$ cat src/rtl/enc_pkg.sv
// -----------------------------------------------------------------------------
// enc_pkg
// Shared definitions for the priority encoder family.
//   - MODE encodings selecting the search policy of rr_pick.
//   - mode_legal(): elaboration-time legality test for a MODE value.
//   - multi_hot(): true when a vector has more than one bit set.
// -----------------------------------------------------------------------------
package enc_pkg;

  localparam int MODE_LSB = 0;  // fixed priority, lowest index wins
  localparam int MODE_MSB = 1;  // fixed priority, highest index wins
  localparam int MODE_RR  = 2;  // round-robin, starting after the last grant

  function automatic bit mode_legal(input int mode);
    return (mode == MODE_LSB) || (mode == MODE_MSB) || (mode == MODE_RR);
  endfunction

  // Clearing the lowest set bit leaves something only if two or more bits were
  // set, which avoids building a full popcount adder tree.
  function automatic logic multi_hot(input logic [31:0] vec);
    return |(vec & (vec - 32'd1));
  endfunction

endpackage : enc_pkg

$ cat src/rtl/rr_pick.sv
// -----------------------------------------------------------------------------
// rr_pick
// Purely combinational request search.
// Parameters:
//   N     number of requests (>= 2)
//   MODE  MODE_LSB / MODE_MSB / MODE_RR (see enc_pkg)
// Ports:
//   req    in   N  request vector
//   ptr    in   W  last granted index (used by MODE_RR only)
//   idx    out  W  selected index (0 when nothing is requested)
//   found  out  1  at least one request bit is set
// -----------------------------------------------------------------------------
module rr_pick
  import enc_pkg::*;
#(
  parameter  int N    = 8,
  parameter  int MODE = MODE_LSB,
  localparam int W    = $clog2(N)
) (
  input  logic [N-1:0] req,
  input  logic [W-1:0] ptr,
  output logic [W-1:0] idx,
  output logic         found
);

  always_comb begin
    // NOTE: every output gets a default before the search, otherwise the paths
    // where no bit matches would hold the old value and infer a latch.
    idx   = '0;
    found = |req;
    case (MODE)
      MODE_LSB: begin
        // Descending scan: the last match written is the lowest set bit.
        for (int i = N - 1; i >= 0; i--) begin
          if (req[i]) idx = W'(i);
        end
      end
      MODE_MSB: begin
        // Ascending scan: the last match written is the highest set bit.
        for (int i = 0; i < N; i++) begin
          if (req[i]) idx = W'(i);
        end
      end
      default: begin
        // Round-robin: walk offsets ptr+N down to ptr+1 so the final match is
        // the nearest set bit above ptr, wrapping modulo N (N need not be a
        // power of two, so the wrap is an explicit modulo).
        for (int off = N; off >= 1; off--) begin
          if (req[(int'(ptr) + off) % N]) idx = W'((int'(ptr) + off) % N);
        end
      end
    endcase
  end

endmodule : rr_pick

$ cat src/rtl/priority_encoder_rr.sv
// -----------------------------------------------------------------------------
// priority_encoder_rr
// Registered priority encoder with a valid/ready output handshake.
// A request vector is captured when sel=1, req_in is non-zero and the output
// register is free (empty or being consumed this cycle). The encoded index and
// a multi-request flag appear one cycle later and hold until consumed.
// Parameters:
//   N     number of request inputs (>= 2)
//   MODE  0 = LSB-first, 1 = MSB-first, 2 = round-robin
// Ports:
//   clk         in   1  clock, rising edge
//   rst         in   1  synchronous active-high reset
//   sel         in   1  capture enable
//   req_in      in   N  request vector
//   out_ready   in   1  downstream consumes the result this cycle
//   binary_out  out  W  registered index of the selected request
//   out_valid   out  1  binary_out holds an unconsumed result
//   multi       out  1  captured vector had more than one bit set
// -----------------------------------------------------------------------------
module priority_encoder_rr
  import enc_pkg::*;
#(
  parameter  int N    = 8,
  parameter  int MODE = MODE_LSB,
  localparam int W    = $clog2(N)
) (
  input  logic         clk,
  input  logic         rst,
  input  logic         sel,
  input  logic [N-1:0] req_in,
  input  logic         out_ready,
  output logic [W-1:0] binary_out,
  output logic         out_valid,
  output logic         multi
);

  // Reject unsupported configurations while elaborating.
  if (!mode_legal(MODE)) begin : g_bad_mode
    $error("priority_encoder_rr: illegal MODE %0d", MODE);
  end
  if (N < 2) begin : g_bad_n
    $error("priority_encoder_rr: N must be at least 2, got %0d", N);
  end

  logic [W-1:0] r_idx;
  logic         r_valid;
  logic         r_multi;
  logic [W-1:0] r_ptr;

  logic [W-1:0] w_pick_idx;
  logic         w_found;
  logic         w_cap;
  logic         w_multi;

  rr_pick #(
    .N    (N),
    .MODE (MODE)
  ) u_pick (
    .req   (req_in),
    .ptr   (r_ptr),
    .idx   (w_pick_idx),
    .found (w_found)
  );

  // The output register may be reloaded when empty, or when its current
  // contents are leaving this same cycle (back-to-back, no bubble).
  assign w_cap   = sel && w_found && (!r_valid || out_ready);
  assign w_multi = multi_hot(32'(req_in));

  always_ff @(posedge clk) begin
    // NOTE: state registers use non-blocking assignments so every register
    // samples the pre-edge values, independent of statement order.
    if (rst) begin
      r_idx   <= '0;
      r_valid <= 1'b0;
      r_multi <= 1'b0;
      r_ptr   <= W'(N - 1);  // first round-robin search starts at bit 0
    end else if (w_cap) begin
      r_idx   <= w_pick_idx;
      r_valid <= 1'b1;
      r_multi <= w_multi;
      r_ptr   <= w_pick_idx;
    end else if (out_ready) begin
      // Consumed with nothing new to load: data and flag keep last values.
      r_valid <= 1'b0;
    end
  end

  assign binary_out = r_idx;
  assign out_valid  = r_valid;
  assign multi      = r_multi;

endmodule : priority_encoder_rr

$ cat config.mk
export PLATFORM = sky130hd
export DESIGN_NAME = priority_encoder_rr
export DESIGN_NICKNAME = d
export VERILOG_FILES = /design/src/rtl/enc_pkg.sv /design/src/rtl/rr_pick.sv /design/src/rtl/priority_encoder_rr.sv
export SDC_FILE = /design/constraint.sdc
export NUM_CORES = 1
export LEC_CHECK = 0
export CAP_MARGIN = 20
export CELL_PAD_IN_SITES_DETAIL_PLACEMENT = 0
export CELL_PAD_IN_SITES_GLOBAL_PLACEMENT = 1
export CORE_UTILIZATION = 24
export CTS_CLUSTER_SIZE = 28
export DETAILED_ROUTE_END_ITERATION = 16
export PLACE_DENSITY = 0.81
export SLEW_MARGIN = 20
export SYNTH_ARGS = -nofsm -noshare
export SYNTH_HDL_FRONTEND = slang
export SYNTH_SLANG_ARGS = --single-unit
export TNS_END_PERCENT = 10
$ cat constraint.sdc
create_clock -name clk -period 2.45 [get_ports clk]
set_input_delay 0.49 -clock clk [delete_from_list [all_inputs] [get_ports clk]]
set_output_delay 0.49 -clock clk [all_outputs]
set_load 0.03 [all_outputs]
# Word level (Yosys, flattened, before mapping)
# Cells that the tools add are included.
# totals
word_cells,22
register_bits,5
# classes
addsub,1
n_bitwise,1
muxes,10
n_reduce_logical,7
# op_table
cell,count
AND 8 x 32 -> 32 bit,1
OR reduction 32 bit,1
two-way mux 3 bit,8
subtractor 8 x 1 -> 9 bit (second input constant),1
OR reduction 8 bit,1
logical AND 1 bit,2
two-way mux 1 bit,2
nonzero test 2 bit,1
zero test 1 bit,1
logical OR 1 bit,1

# Logic depth before layout (Yosys ltp)
# Gate-level depths: netlist of the first run.
# depth
word_depth,8
mapped_depth,5

# Hierarchy
# A second synthesis of the first run with hierarchy kept.
# hier_totals
cells_unflattened,54
area_unflattened_um2,426.7
# by_module_without_submodules
mod,instances,area_per_inst_um2,cells_each
priority_encoder_rr,1,345.3,41
rr_pick,1,81.3,13

# Least setup slack after synthesis of the first run
# No wires, ideal clock.
# synth_path
path_kind,in2reg
start,in req_in[3]
end,reg r_idx[2] (netlist: binary_out[2])
n_path_buf,0
setup_slack_ns,0.480
required_time_ns,2.320
arrival_ns,1.841
setup_ns,0.130
cell_stages,5
cell_sequence,or4_4 > or4b_4 > and3_4 > nor2_1 > a311oi_1
# synth_between
elab_chain_cells,4
# synth_rtl
element,line,text
start: declaration,priority_encoder_rr.sv:30,"input logic [N-1:0] req_in,"
two-way mux 3 bit (4 in series),rr_pick.sv:35,if (req[i]) idx = W'(i);
end signal: assignment,priority_encoder_rr.sv:79,r_idx <= w_pick_idx;
end: declaration,priority_encoder_rr.sv:45,logic [W-1:0] r_idx;
# Parallel ways exist; a longest one is shown, timed or not.
# A chain may end at the register's enable or synchronous reset.

# Final worst setup path of the first run
# layout_path
start,in req_in[3]
end,reg r_idx[1] (netlist: binary_out[1])
# Same word-level chain as after synthesis.

==> results of run 1 <==
==> routing by layer <==
| metal | GRT usage [%] | part of all wire, % | wire (um) |
|---|---|---|---|
| met1 | 16.5 | 50 | 399 |
| met3 | 9.88 | 7.4 | 60 |
| met5 | 0 | 0 | 0 |
| met4 | 2.59 | 0 | 0 |
| met2 | 19.2 | 43 | 347 |
==> layout make-up <==
class	count	share of cell area, %
Inverter	2	1.34
Tap cell	14	3.12
Multi-Input combinational cell	32	37.9
Sequential cell	5	17.8
Timing Repair Buffer	21	35.2
Clock buffer	4	4.68
==> Yosys cell counts (all sizes together) <==
master  n  area [sq um]
a21oi   6          30.0
dfxtp   5           100
nor2    5          21.3
a211oi  2          15.0
inv     2          7.51
nand2   2          7.51
nand3   2          15.0
nor3    2          15.0
o21ai   2          10.0
or4     2          18.8
a311oi  1          8.76
and3    1          11.3
nand2b  1          6.26
nand3b  1          7.51
o21bai  1          7.51
o31a    1          8.76
o31ai   1          7.51
o41ai   1          8.76
or4b    1          13.8
==> through the flow <==
step / cells / total power, mW / hold WS [ps] / instance area, sq um
detailed placement: 74 / 0.165 / 452 / 536
floorplan: 39 / 0.121 / 559 / 320
global route: 78 / 0.277 / 486 / 562
finish: 78 / 0.259 / 458 / 562
CTS: 78 / 0.262 / 461 / 562
global placement: 74 / 0.165 / 450 / 536
==> how the worst max path moves through the flow <==
stage,slack [ps],cells past startpoint,endpoint
2_1_floorplan,480,5,binary_out[2]
3_3_place_gp,20,6,binary_out[2]
3_5_place_dp,7,6,binary_out[2]
4_1_cts,260,6,binary_out[1]
5_1_grt,190,6,binary_out[2]
6_report,260,6,binary_out[1]
==> flip-flops by register name, indices dropped and copies added, names as in the netlist <==
register,count
binary_out,3
multi,1
out_valid,1
==> cells by family after synthesis <==
group | after synthesis | synth area share, %
compound gates | 15 | 30.1
buf+inv | 2 | 2.34
simple gates | 17 | 36.3
flops | 5 | 31.3
==> worst min-delay path: stages (launching register included) <==
cell and delay, ps:
dfxtp_1 300, nand2_1 50, a21oi_1 50
==> cell usage in the layout, fill, tap and decap left out, types with 2 or more instances in the layout <==
master,Yosys,final
a211oi_1,2,2
a21oi_1,6,6
buf_4,0,5
clkbuf_4,0,3
clkdlybuf4s50_1,0,16
dfxtp_1,5,5
inv_1,2,2
nand2_1,2,2
nor2_1,4,4
o21ai_0,2,2
==> power groups by stage <==
stage | logic [mW] | registers, mW | clock network (mW)
2_1_floorplan | 0.0202 | 0.101 | 0
3_3_place_gp | 0.0743 | 0.0907 | 0
3_5_place_dp | 0.0739 | 0.0909 | 0
4_1_cts | 0.0743 | 0.0894 | 0.0985
5_1_grt | 0.0808 | 0.0896 | 0.107
6_report | 0.0737 | 0.0893 | 0.0963
==> out/metrics.cfg, run 1 <==
[timing]
hold_violations=0
finalSetupTns_ps=0
final_max_slew_viol_count=0
worst_slew_pin_slew_ps=317
timing.final.crit_share_pct=89.4
layout_min_cycle_time_ps=2190
fin_ws_ps=260
rsz0062_at_grt=no
max_freq_mhz=457
slew_headroom_pct=78.8
finalSetupViolations=0
finClkSkew_ps=2.81

[clock_network]
htree_levels=1
clkTransAtPathRegs_ps=50
cts_tree=done
clk_path_buf_depth=2
clock-sinks=5
cts-buffers-inserted=3
worstSkewPairLatency_ps=240
ctsHoldBuffers=0
clockRootBuffer=clkbuf_4
ctsResizeCount=0
cts_setup_buffers=0

[worst_setup_path]
crit_path_end_kind=register
cp.buffers_inverters=1
cpMaxStageDelayCell=or4_4
arrival_ps=2310
start_kind=input port
worst_path_largest_cell_delay_ps=540
rr_endpoint=binary_out[2]
crit_chain=clkdlybuf4s50_1 > or4_4 > or4b_4 > and3_4 > nand3_1 > a21oi_1
regToRegStartpoint=out_valid
crit_family=simple AND/OR/NAND/NOR gates
cp.required_ps=2570
rrSetupSlack_ps=1430
path_max_fanout=3
critPathLaunch=req_in[3]
path_class=in -> reg
rr_worst_depth=4

[power]
intPower_mw=0.188
power_leakage_nw=0.213
vdd_drop_max_mv=0.243
pwr-share-clk_pct=37.1
switching_share_pct=27.5
power.density_nw_per_um2=462
seq_power_share_pct=34.4
p_switching_mw=0.0714
combPwrFrac_pct=28.4

[floorplan]
core-area_sq_um=1170
die_height_um=38.5
dieWidth_um=38.5
start_util_pct=27.4
io_pins=17
dieArea_sq_um=1480
core.rowCount=12

[layout]
seq_area_sq_um=100
num-fill-cells=129
diodes=0
utilization_pct=48.0
multi_input_area_sq_um=213
layout-drive-gt1-share_pct=21.9
final_nets=77
area_delta_synth_final_pct=75.4

[grt]
grt_usage_pct=13.6
grt_pass1_wl_mm=1.33
grt-ovfl-total=0
antenna_found_initial=0
grt_pass1_vias=333
grt_start_max_net_pins=8

[route]
num_vias=389
detail_route.wl_per_cell_um=10.3
drt-initial-drc-count=2
drc_errors=0
drtAntennaViolNets=0
wirelength_um=806
drt-pass1-iter-count=2
viasPerCell=4.99

[synthesis]
synthDistinctLibCells=23
yosysSeqAreaShare_pct=31.3
netlist_area_sq_um=320
syn_avg_cell_area_sq_um=8.21
syn-num-nets=51
syn_inst=39
ys_seq_elements=5
yosys_warnings=0

[placed_design]
gp_congestion=0.731
port_buffers=16
dpl.hpwl_um=657
place_ws_ps=6.64

[run_status]
status=complete, no violations

[hold_path]
worst_hold_path_type=reg -> reg
min_to=binary_out[1]
holdPathStages=2
worstHoldStart=binary_out[1]

[run]
maxCapViolCount=0

No activity file was read; power rests on OpenSTA's default activity.
==> run 2: changes to the inputs <==
--- a/config.mk
+++ b/config.mk
@@ -12,6 +12,7 @@
 export CTS_CLUSTER_SIZE = 28
 export DETAILED_ROUTE_END_ITERATION = 16
 export PLACE_DENSITY = 0.81
+export SETUP_SLACK_MARGIN = 0.2
 export SLEW_MARGIN = 20
 export SYNTH_ARGS = -nofsm -noshare
 export SYNTH_HDL_FRONTEND = slang
==> out/metrics.cfg, run 2 (synthesized netlist as in run 1, its figures left out) <==
[run_status]
status=complete, no violations

[route]
wirelength_um=821  ; +1.9%
drc_errors=0  ; unchanged
viasPerCell=5.01  ; +0.51%
num_vias=391  ; +0.51%
drt-pass1-iter-count=2  ; unchanged
drtAntennaViolNets=0  ; unchanged
drt-initial-drc-count=1  ; -1
detail_route.wl_per_cell_um=10.5  ; +1.9%

[grt]
grt_start_max_net_pins=8  ; unchanged
antenna_found_initial=0  ; unchanged
grt_usage_pct=13.6  ; unchanged
grt-ovfl-total=0  ; unchanged
grt_pass1_wl_mm=1.33  ; unchanged
grt_pass1_vias=333  ; unchanged

[timing]
max_freq_mhz=469  ; +2.8%
layout_min_cycle_time_ps=2130  ; -59.2 ps
finalSetupViolations=0  ; unchanged
final_max_slew_viol_count=0  ; unchanged
finClkSkew_ps=2.84  ; +0.0293 ps
hold_violations=0  ; unchanged
worst_slew_pin_slew_ps=317  ; unchanged
rsz0062_at_grt=no
timing.final.crit_share_pct=87.0  ; -2.4 points
finalSetupTns_ps=0  ; unchanged
slew_headroom_pct=78.8  ; unchanged

[worst_setup_path]
path_class=in -> reg
crit_path_end_kind=register
regToRegStartpoint=out_valid
start_kind=input port
critPathLaunch=req_in[0]
cp.required_ps=2570  ; about the same
path_max_fanout=3  ; unchanged
arrival_ps=2250  ; -60 ps

[clock_network]
clk_path_buf_depth=2  ; unchanged
cts-buffers-inserted=3  ; unchanged
clock-sinks=5  ; unchanged
cts_tree=done
worstSkewPairLatency_ps=240  ; about the same
htree_levels=1  ; unchanged
clockRootBuffer=clkbuf_4
clkTransAtPathRegs_ps=50  ; about the same
cts_setup_buffers=0  ; unchanged

[placed_design]
postPlaceCellArea_sq_um=536  ; unchanged
dp.cells=74  ; unchanged
dpl.hpwl_um=657  ; unchanged
port_buffers=16  ; unchanged
gp_congestion=0.731  ; unchanged

[layout]
final_cell_area_sq_um=572  ; +1.8%
final_nets=77  ; unchanged
num-fill-cells=127  ; -1.6%
layout-drive-gt1-share_pct=23.4  ; +1.6 points
seq_area_sq_um=100  ; unchanged
final_common_cell=clkdlybuf4s50_1
multi_input_area_sq_um=215  ; +1.2%
largest_register_ffs=3  ; unchanged
stdcell_count=78  ; unchanged
utilization_pct=48.8  ; +0.85 points
layout_common_cells=clkdlybuf4s50_1 (13), a21oi_1 (6), dfxtp_1 (5), buf_4 (5)
diodes=0  ; unchanged
area_delta_synth_final_pct=78.5

[run]
maxCapViolCount=0  ; unchanged

[power]
seq_power_share_pct=34.5  ; about the same
combPwrFrac_pct=28.4  ; about the same
power.density_nw_per_um2=454  ; -1.7%
p_total_mw=0.259  ; about the same
intPower_mw=0.187  ; -0.27%
switching_share_pct=27.7  ; +0.20 points
p_switching_mw=0.0719  ; +0.73%
vdd_drop_max_mv=0.243  ; about the same
pwr-share-clk_pct=37.1  ; about the same
power_leakage_nw=0.241  ; +13%

[floorplan]
core.rowCount=12  ; unchanged
dieWidth_um=38.5  ; unchanged
die_height_um=38.5  ; unchanged
start_util_pct=27.4  ; unchanged
io_pins=17  ; unchanged
dieArea_sq_um=1480  ; unchanged
core-area_sq_um=1170  ; unchanged

[hold_path]
worst_hold_path_type=reg -> reg
worstHoldStart=binary_out[1]

run 2: path summary, 6_finish.rpt:
path / endpoint / slack, ps / cells past startpoint
min reg2reg: binary_out[1] / 460 / 2
max reg2reg: binary_out[2] / 1440 / 4
max: binary_out[1] / 320 / 6
min: binary_out[1] / 460 / 2
run 2: timing repair:
action,4_1_cts,5_1_grt
endpoints found under the setup margin,0,2
hold buffers,0,0
gates resized for setup,0,4
hold endpoints to repair,0,0
run 2: area by class of cell:
class,count,share of cell area [%]
inverters,2,1.31
clock buffers,4,4.60
well taps,14,3.06
multi-input cells,32,37.6
repair buffers,21,35.9
flip-flops and latches,5,17.5
run 2: metal layers:
layer / wire (um) / track usage, % / share of wire [%] / vias up
li1: - / - / - / 204
met1: 400 / 16.5 / 49 / 174
met2: 361 / 19.2 / 44 / 13
met3: 59 / 9.88 / 7.2 / 0
met4: 0 / 2.59 / 0 / 0
met5: 0 / 0 / 0 / -
run 2: worst max-delay path: stages:
cell             delay [ps]
clkdlybuf4s50_1         420
or4_4                   420
or4b_4                  560
and3_4                  210
nand3_1                  80
a21oi_1                  60
run 2: power by group through the flow:
stage,Sequential (mW),Clock [mW],Combinational [mW]
detailed placement,0.0909,0,0.0739
finish,0.0895,0.0963,0.0735
global route,0.0899,0.107,0.0804
CTS,0.0894,0.0985,0.0743
global placement,0.0907,0,0.0743
floorplan,0.101,0,0.0202
run 2: stage by stage:
stage	hold WS [ps]	setup slack [ps]
after floorplan	559	480
after global routing	486	238
after CTS	461	259
after detailed placement	452	6.64
after global placement	450	20.8
final	458	320
==> run 3: changes to the inputs <==
--- a/config.mk
+++ b/config.mk
@@ -8,9 +8,10 @@
 export CAP_MARGIN = 20
 export CELL_PAD_IN_SITES_DETAIL_PLACEMENT = 0
 export CELL_PAD_IN_SITES_GLOBAL_PLACEMENT = 1
-export CORE_UTILIZATION = 24
+export CORE_AREA = 2 2 39 41
 export CTS_CLUSTER_SIZE = 28
 export DETAILED_ROUTE_END_ITERATION = 16
+export DIE_AREA = 0 0 41 43
 export PLACE_DENSITY = 0.81
 export SETUP_SLACK_MARGIN = 0.2
 export SLEW_MARGIN = 20
==> constraint.sdc (replaced) <==
create_clock -name clk -period 2.55 [get_ports clk]
set_input_delay 0.51 -clock clk [delete_from_list [all_inputs] [get_ports clk]]
set_output_delay 0.51 -clock clk [all_outputs]
set_load 0.03 [all_outputs]
==> out/metrics.cfg, run 3 (synthesized netlist as in run 1, its figures left out) <==
[run_status]
status=complete, no violations

[grt]
grt_pass1_vias=358  ; +7.5%
antenna_found_initial=0  ; unchanged
grt-ovfl-total=0  ; unchanged
grt_start_max_net_pins=8  ; unchanged
grt_pass1_wl_mm=1.39  ; +4.7%
grt_usage_pct=11.8  ; -1.7 points

[placed_design]
place_ws_ps=73.0  ; +66.3 ps
dpl.hpwl_um=638  ; -2.8%
gp_congestion=0.806  ; +10%
dp.cells=75  ; +1.4%
port_buffers=16  ; unchanged

[route]
drc_errors=0  ; unchanged
wirelength_um=798  ; -2.8%
viasPerCell=4.72  ; -5.8%
drt-initial-drc-count=9  ; +8
drtAntennaViolNets=0  ; unchanged
detail_route.wl_per_cell_um=10.1  ; -4.0%
num_vias=373  ; -4.6%
drt-pass1-iter-count=3  ; +1

[timing]
slew_headroom_pct=79.8  ; +1.0 points
finalSetupViolations=0  ; unchanged
finClkSkew_ps=0.396  ; -2.44 ps
rsz0062_at_grt=no
layout_min_cycle_time_ps=2220
finalSetupTns_ps=0  ; unchanged
worst_slew_pin_slew_ps=301  ; -15.7 ps
hold_violations=0  ; unchanged
max_freq_mhz=451
fin_ws_ps=333  ; +14.0 ps
timing.hold.ws_ps=449  ; -8.65 ps
timing.final.crit_share_pct=86.9
final_max_slew_viol_count=0  ; unchanged

[clock_network]
ctsHoldBuffers=0  ; unchanged
cts-buffers-inserted=3  ; unchanged
ctsResizeCount=0  ; unchanged
clockRootBuffer=clkbuf_4
worstSkewPairLatency_ps=250  ; about the same
htree_levels=1  ; unchanged
clock-sinks=5  ; unchanged
clkTransAtPathRegs_ps=40  ; about the same
clk_path_buf_depth=2  ; unchanged
cts_tree=done
cts_setup_buffers=0  ; unchanged

[hold_path]
worst_hold_path_type=reg -> reg
holdPathStages=2  ; unchanged
worstHoldStart=binary_out[1]
min_to=binary_out[1]

[floorplan]
core.rowCount=14  ; +2
dieWidth_um=41  ; +6.4%
io_pins=17  ; unchanged
die_height_um=43  ; +12%
core-area_sq_um=1380  ; +18%
start_util_pct=23.1  ; -4.2 points
dieArea_sq_um=1760  ; +19%

[run]
maxCapViolCount=0  ; unchanged

[worst_setup_path]
rrSetupSlack_ps=1500  ; +60 ps
path_class=in -> reg
cp.buffers_inverters=1  ; unchanged
crit_chain=clkdlybuf4s50_1 > or4_4 > or4b_4 > and3_4 > nand3_1 > a21oi_1
path_max_fanout=3  ; unchanged
arrival_ps=2340  ; +90 ps
crit_family=simple AND/OR/NAND/NOR gates
rr_endpoint=multi
start_kind=input port
cpMaxStageDelayCell=or4_4
rr_worst_depth=4  ; unchanged
crit_path_end_kind=register
regToRegStartpoint=out_valid
cp.required_ps=2680  ; +110 ps
worst_path_largest_cell_delay_ps=550  ; about the same

[power]
power_leakage_nw=0.209  ; -13%
vdd_drop_max_mv=0.118  ; -51%
power.density_nw_per_um2=448  ; -1.1%

[layout]
layout-drive-gt1-share_pct=20.6  ; -2.8 points
stdcell_count=79  ; +1.3%
num-fill-cells=163  ; +28%
multi_input_area_sq_um=213  ; -1.2%
utilization_pct=40.2  ; -8.6 points
seq_area_sq_um=100  ; unchanged
diodes=0  ; unchanged
layout_common_cells=clkdlybuf4s50_1 (16), a21oi_1 (6), dfxtp_1 (5)
largest_register_ffs=3  ; unchanged
final_common_cell=clkdlybuf4s50_1
final_nets=76  ; -1.3%
area_delta_synth_final_pct=73.8

==> run 3: cell type report <==
cell class / instances / area share, %
Clock buffer: 4 / 4.72
Inverter: 2 / 1.35
Multi-Input combinational cell: 32 / 38.2
Sequential cell: 5 / 18.0
Tap cell: 16 / 3.60
Timing Repair Buffer: 20 / 34.2
==> run 3: worst max-delay path by stage <==
stage | cells after the start | from | slack [ps] | end
5_1_grt | 6 | req_in[3] | 250 | binary_out[1]
3_3_place_gp | 6 | req_in[3] | 70 | binary_out[2]
3_5_place_dp | 6 | req_in[3] | 70 | binary_out[1]
4_1_cts | 6 | req_in[3] | 330 | binary_out[1]
6_report | 6 | req_in[3] | 330 | binary_out[1]
2_1_floorplan | 5 | req_in[3] | 560 | binary_out[2]
==> run 3: routing by layer <==
metal / global-route usage (%) / wire [um] / vias up
met1: 15.0 / 368 / 154
met3: 1.57 / 62 / 5
met4: 10.0 / 35 / 0
li1: - / - / 199
met2: 16.6 / 332 / 15
met5: 0 / 0 / -
==> run 3: tightest hold or removal path: stages, from the launching register on <==
cell and delay [ps]:
dfxtp_1 300, nand2_1 50, a21oi_1 50
==> run 3: power by group <==
group / total [mW] / leakage [nW] / switching (mW) / internal [mW]
registers: 0.0857 / 0.0413 / 0.00234 / 0.0833
logic: 0.0703 / 0.152 / 0.0327 / 0.0376
clock network: 0.0937 / 0.0150 / 0.0344 / 0.0593
total: 0.250 / 0.209 / 0.0694 / 0.180
==> run 3: per-stage QoR <==
| step | cell area, sq um | total power [mW] |
|---|---|---|
| CTS | 557 | 0.253 |
| global route | 557 | 0.263 |
| floorplan | 320 | 0.116 |
| global placement | 531 | 0.157 |
| finish | 557 | 0.250 |
| detailed placement | 531 | 0.158 |
